<file path="src/rtl/cpu_step_ctrl.sv">
// Clock-enable sequencer for a 6502 core: debounced keys, stretched CPU reset,
// single-step, divided free-run and address-breakpoint halt.
module cpu_step_ctrl #(
    parameter int DEBOUNCE_CYCLES = 250000,
    parameter int RUN_DIV         = 262144,
    parameter int RESET_PULSES    = 8,
    parameter int CNT_W           = 24
) (
    input  logic             clk,
    input  logic             rst_n,
    input  logic             key_step_n,
    input  logic             key_mode_n,
    input  logic             key_reset_n,
    input  logic [15:0]      cpu_addr,
    input  logic [15:0]      bp_addr,
    input  logic             bp_en,
    output logic             cpu_ce,
    output logic             cpu_reset,
    output logic             running,
    output logic             bp_hit,
    output logic [CNT_W-1:0] cycle_count,
    output logic [1:0]       state_dbg
);

    localparam int DB_W  = $clog2(DEBOUNCE_CYCLES + 1);
    localparam int DIV_W = $clog2(RUN_DIV);
    localparam int PUL_W = $clog2(RESET_PULSES + 1);

    typedef enum logic [1:0] {
        S_RESET_SEQ = 2'd0,
        S_STOPPED   = 2'd1,
        S_RUNNING   = 2'd2,
        S_BP_HALT   = 2'd3
    } state_t;

    // Key index: 0 = step, 1 = mode, 2 = reset. r_db is 1 when pressed.
    logic [2:0]      w_key_raw;
    logic [2:0]      r_sync1;
    logic [2:0]      r_sync2;
    logic [2:0]      r_db;
    logic [2:0]      r_evt;
    logic [DB_W-1:0] r_db_cnt [3];

    assign w_key_raw = {key_reset_n, key_mode_n, key_step_n};

    always_ff @(posedge clk or negedge rst_n) begin
        if (!rst_n) begin
            r_sync1 <= 3'b111;
            r_sync2 <= 3'b111;
            r_db    <= 3'b000;
            r_evt   <= 3'b000;
            for (int k = 0; k < 3; k++) r_db_cnt[k] <= '0;
        end else begin
            r_sync1 <= w_key_raw;
            r_sync2 <= r_sync1;
            for (int k = 0; k < 3; k++) begin
                r_evt[k] <= 1'b0;
                if (!r_sync2[k] == r_db[k]) begin
                    r_db_cnt[k] <= '0;
                end else if (r_db_cnt[k] == DB_W'(DEBOUNCE_CYCLES - 1)) begin
                    r_db[k]     <= !r_sync2[k];
                    r_evt[k]    <= !r_sync2[k];
                    r_db_cnt[k] <= '0;
                end else begin
                    r_db_cnt[k] <= r_db_cnt[k] + 1'b1;
                end
            end
        end
    end

    state_t             r_state;
    logic               r_ce;
    logic               r_cpu_reset;
    logic               r_running;
    logic               r_bp_hit;
    logic [CNT_W-1:0]   r_cycle_cnt;
    logic [DIV_W-1:0]   r_div;
    logic [PUL_W-1:0]   r_rst_pulses;

    state_t             w_state_nxt;
    logic               w_ce_nxt;
    logic               w_cpu_reset_nxt;
    logic [DIV_W-1:0]   w_div_nxt;
    logic [PUL_W-1:0]   w_pulses_nxt;
    logic               w_div_done;
    logic               w_bp_match;

    assign w_div_done = (r_div == DIV_W'(RUN_DIV - 1));
    // The address is judged during the enabled clk itself, before the CPU advances.
    assign w_bp_match = r_ce && !r_cpu_reset && bp_en && (cpu_addr == bp_addr);

    always_comb begin
        w_state_nxt     = r_state;
        w_ce_nxt        = 1'b0;
        w_cpu_reset_nxt = r_cpu_reset;
        w_div_nxt       = r_div;
        w_pulses_nxt    = r_rst_pulses;
        if (r_evt[2]) begin
            w_state_nxt     = S_RESET_SEQ;
            w_cpu_reset_nxt = 1'b1;
            w_div_nxt       = '0;
            w_pulses_nxt    = '0;
        end else if (w_bp_match) begin
            w_state_nxt = S_BP_HALT;
        end else begin
            case (r_state)
                S_RESET_SEQ: begin
                    if (r_rst_pulses == PUL_W'(RESET_PULSES)) begin
                        w_cpu_reset_nxt = 1'b0;
                        w_state_nxt     = S_STOPPED;
                        w_div_nxt       = '0;
                    end else if (w_div_done) begin
                        w_ce_nxt     = 1'b1;
                        w_div_nxt    = '0;
                        w_pulses_nxt = r_rst_pulses + 1'b1;
                    end else begin
                        w_div_nxt = r_div + 1'b1;
                    end
                end
                S_STOPPED: begin
                    if (r_evt[1]) begin
                        w_state_nxt = S_RUNNING;
                        w_div_nxt   = '0;
                    end else if (r_evt[0] && !r_ce) begin
                        w_ce_nxt = 1'b1;
                    end
                end
                S_RUNNING: begin
                    if (r_evt[1]) begin
                        w_state_nxt = S_STOPPED;
                    end else if (w_div_done) begin
                        w_ce_nxt  = 1'b1;
                        w_div_nxt = '0;
                    end else begin
                        w_div_nxt = r_div + 1'b1;
                    end
                end
                default: begin
                    if (r_evt[1]) begin
                        w_state_nxt = S_RUNNING;
                        w_div_nxt   = '0;
                    end else if (r_evt[0]) begin
                        w_ce_nxt    = 1'b1;
                        w_state_nxt = S_STOPPED;
                    end
                end
            endcase
        end
    end

    always_ff @(posedge clk or negedge rst_n) begin
        if (!rst_n) begin
            r_state      <= S_RESET_SEQ;
            r_ce         <= 1'b0;
            r_cpu_reset  <= 1'b1;
            r_running    <= 1'b0;
            r_bp_hit     <= 1'b0;
            r_cycle_cnt  <= '0;
            r_div        <= '0;
            r_rst_pulses <= '0;
        end else begin
            r_state      <= w_state_nxt;
            r_ce         <= w_ce_nxt;
            r_cpu_reset  <= w_cpu_reset_nxt;
            r_running    <= (w_state_nxt == S_RUNNING);
            r_bp_hit     <= (w_state_nxt == S_BP_HALT);
            r_div        <= w_div_nxt;
            r_rst_pulses <= w_pulses_nxt;
            if (r_ce && !r_cpu_reset) r_cycle_cnt <= r_cycle_cnt + 1'b1;
        end
    end

    assign cpu_ce      = r_ce;
    assign cpu_reset   = r_cpu_reset;
    assign running     = r_running;
    assign bp_hit      = r_bp_hit;
    assign cycle_count = r_cycle_cnt;
    assign state_dbg   = r_state;

endmodule

</file>
<file path="config.mk">
export PLATFORM = sky130hd
export DESIGN_NAME = cpu_step_ctrl
export DESIGN_NICKNAME = d
export VERILOG_FILES = /design/src/rtl/cpu_step_ctrl.sv
export SDC_FILE = /design/constraint.sdc
export NUM_CORES = 1
export LEC_CHECK = 0
export BUFFER_PORTS_ARGS = -buffer_cell sky130_fd_sc_hd__buf_4
export CAP_MARGIN = 40
export CORE_MARGIN = 5
export CORE_UTILIZATION = 55
export DETAILED_ROUTE_END_ITERATION = 10
export PLACE_DENSITY = 0.81
export SLEW_MARGIN = 20
export SYNTH_ARGS = -nofsm -noshare
export SYNTH_HDL_FRONTEND = slang
export SYNTH_SLANG_ARGS = --single-unit
</file>
<file path="constraint.sdc">
create_clock -name clk -period 2.3 [get_ports clk]
set_input_delay 0.69 -clock clk [delete_from_list [all_inputs] [get_ports clk]]
set_output_delay 0.69 -clock clk [all_outputs]
set_load 0.05 [all_outputs]
</file>
==> results by group <==
STA
  • Min Tclk post-route: between 2 and 2.5 ns
  • RSZ-0062 raised after global routing: no
  • Fin crit share: 0.936
  • Setup violations, final: 0
  • Worst-Margin Slew: between 0.5 and 0.6 ns
  • Normalized max-slew margin: 0.615
  • Final WS setup: about 0.15 ns
  • FMAX: around 0.46 GHz
  • Setup Skew: between 0.008 and 0.009 ns
  • Max Slew Vio Count: 0
  • Worst hold slack: around 0.15 ns
  • Final Hold Fails: 0

Power and ir drop
  • Clock power share: 0.515
  • PD cells: approximately 660 nW/um^2
  • Power consumption: approximately 4.7 mW
  • Combinational Power Share: 0.038
  • Int Pwr: about 3.6 mW
  • Switching share of power: 0.229
  • Maximum VDD drop: slightly below 0.5 mV
  • Sw power: 1.09 mW
  • Sequential share of power: 0.447
  • Static leakage: roughly 3.2 nW

Synthesis
  • Area leader, netlist: dfrtp_1
  • Main flop type after synthesis: dfrtp_1
  • Net Count, Synth: 622
  • Synth top area share: 0.479
  • Syn Area/Cell: just over 10 sq um
  • EDFF count, synth: 0
  • Post-synth ARST share: 1.00
  • Sequential area share after synthesis: 0.510
  • Synthesized area: approximately 5800 sq um
  • #FFs+latches synth: roughly 120
  • Yosys warns: 0
  • Synth Instances: 577
  • Yosys cell types: 56
  • Synth top area cells: dfrtp_1, xor2_1, xnor2_1

Run
  • Max Cap Violations: 0

Layout
  • Fillers: 756
  • Antenna diodes: 0
  • Layout net count: 714
  • Commonest cells after routing, fill and taps aside: dfrtp_1, buf_4, nor2_1
  • Share of layout cells above drive strength 1: 0.216
  • Most common cell after layout, fill and taps aside: dfrtp_1
  • Area delta synth->final: 22.9%

Floorplan
  • # rows: 37
  • Die Area: between 10000 and 15000 sq um
  • Die width: approximately 110 microns
  • Core Box Area: 10300 sq um
  • Initial Util: 0.562
  • I/O Pins: slightly below 70
  • Die H: roughly 110 microns

GRT
  • Antenna violations before repair: 0
  • Grt total ovfl: 0
  • Vias in the first global route: between 4000 and 5000
  • GRT Total Usage: 0.205
  • Largest net degree at the start of global routing: 45
  • Global-route wire length before repair: approximately 22000 microns

Clock network
  • Postcts setup bufs: 0
  • H-tree levels: 4
  • Clk root buf: clkbuf_8
  • CTS max path bufs: 2
  • Worst-path clk slew: 0.06 ns
  • TritonCTS clock tree: done
  • Hold-fix buffers, CTS: 0
  • Resize count post-CTS: 0
  • CTS Sinks: 118
  • Worst skew pair latency: just over 0.5 ns
  • Total CTS buffers: 17

Place
  • IO buf count: 67
  • Pre-CTS setup slack: -0.0538 ns
  • Final HPWL DP: around 8600 microns
  • Final Wtd Congestion: around 0.9

Setup path
  • CP Buf/Inv Count: 0
  • Critical path type: flop to flop
  • Crit. End Element: flop
  • Startpoint Class: flop
  • CP required: ~2.7 ns
  • Top Family by Delay on Critical Path: simple AND/OR/NAND/NOR gates
  • Slowest-stage cell, CP: dfrtp_1
  • Crit path DAT: 2.54 ns
  • Worst path max stage delay: ~0.41 ns
  • CP Cell Sequence: ha_1, nand3_4, nor4_4, nand3_2, nor3_4, nand4_1, mux2_1
  • CP Max Fanout: 7

Drt
  • DR pass1 iterations: 5
  • First DRT Iteration DRCs: approximately 310
  • Routed len/inst: roughly 15 microns
  • Via/cell ratio: approximately 5.7
  • Via count: between 4000 and 5000
  • Post-route antenna net violation count: 0
  • Drt total wl: roughly 13000 microns
  • Residual DRC: 0

Outcome
  • Status: completed

Worst hold path
  • Hold WC Path Type: primary input to async pin
-- cell usage after synthesis (2+ instances only) --
master	count
buf_6	2
or3_1	5
and2_0	2
nand3_2	3
buf_2	2
nor4_1	10
and4_1	3
or2_2	5
o31ai_1	7
o21ai_0	23
dfrtp_1	111
nand4b_1	2
mux2_2	3
ha_1	7
nand4_1	17
xnor2_1	43
mux2i_1	2
inv_1	13
clkbuf_1	6
o211ai_1	3
a31oi_1	3
and3_1	13
nor3_4	2
nand2b_1	2
o41ai_1	4
a21oi_1	12
nor4_2	3
nor2b_1	3
nand2_1	58
nor2_1	82
or2_1	2
nand3b_1	4
nand3_1	32
dfstp_2	7
nor3_1	13
o32ai_1	3
nor4b_1	3
xor2_1	44
-- state kept, by name (all words and copies together) (netlist names) --
signal        flops
r_rst_pulses      4
r_div            18
r_db              3
r_sync1           3
r_evt             3
r_sync2           3
running           1
bp_hit            1
cycle_count      24
state_dbg         2
r_db_cnt         54
cpu_ce            1
cpu_reset         1
-- kinds of logic (layout without fill, tap and decap cells) --
logic type,Yosys count,count (layout),share of synthesized area
XOR/XNOR,87,87,0.131
flip-flops,118,118,0.510
AND/OR/NAND/NOR,271,271,0.242
buffers and inverters,25,129,0.0200
multiplexers,7,7,0.0138
adder cells (fa/ha/maj),7,7,0.0151
AO/OA/AOI/OAI,62,62,0.0675
-- path summary, 6_finish.rpt --
path / end / slack, ns / cells past startpoint / startpoint
setup / recovery: r_rst_pulses[2] / 0.15 / 7 / r_div[0]
min in group clk: r_sync1[1] / 0.29 / 1 / key_mode_n
hold / removal: r_db_cnt[14] / 0.15 / 1 / rst_n
max in group asynchronous: r_sync2[0] / 1.48 / 2 / rst_n
setup reg to reg: r_rst_pulses[2] / 0.15 / 7 / r_div[0]
hold reg to reg: r_sync2[0] / 0.35 / 0 / r_sync1[0]
-- final cells by class --
class / instances / area [sq um] / share of cell area
clock buffer: 18 / 428 / 0.0600
clock inverter: 13 / 125 / 0.0175
inverter: 13 / 48.8 / 0.00684
multi-input combinational: 434 / 2750 / 0.386
sequential: 118 / 2960 / 0.415
tap: 136 / 170 / 0.0238
timing repair buffer: 85 / 651 / 0.0912
-- layer usage --
layer,share of wire,global-route usage,vias up,wire [microns]
met1,0.42,0.256,2262,5310
met5,0,0,-,0
met4,0.013,0.0697,0,157
met2,0.50,0.344,140,6280
li1,-,-,2194,-
met3,0.060,0.0572,22,748
-- stage by stage --
stage	instance area [sq um]	cells	setup TNS, ns	util
floorplan	5800	577	0	-
CTS	7110	817	0	0.689
global placement	6560	786	-0.116	0.635
finish	7140	817	0	0.691
detailed placement	6560	786	-0.326	0.635
global route	7140	817	0	0.691
-- power groups by stage --
stage / Sequential (mW) / Clock (mW) / Combinational (mW)
6_report: 2.12 / 2.44 / 0.178
5_1_grt: 2.12 / 2.59 / 0.201
4_1_cts: 2.12 / 2.47 / 0.182
3_5_place_dp: 2.15 / 0 / 0.180
3_3_place_gp: 2.15 / 0 / 0.177
2_1_floorplan: 2.15 / 0 / 0.0616
Power figures use the tool's default switching activity.
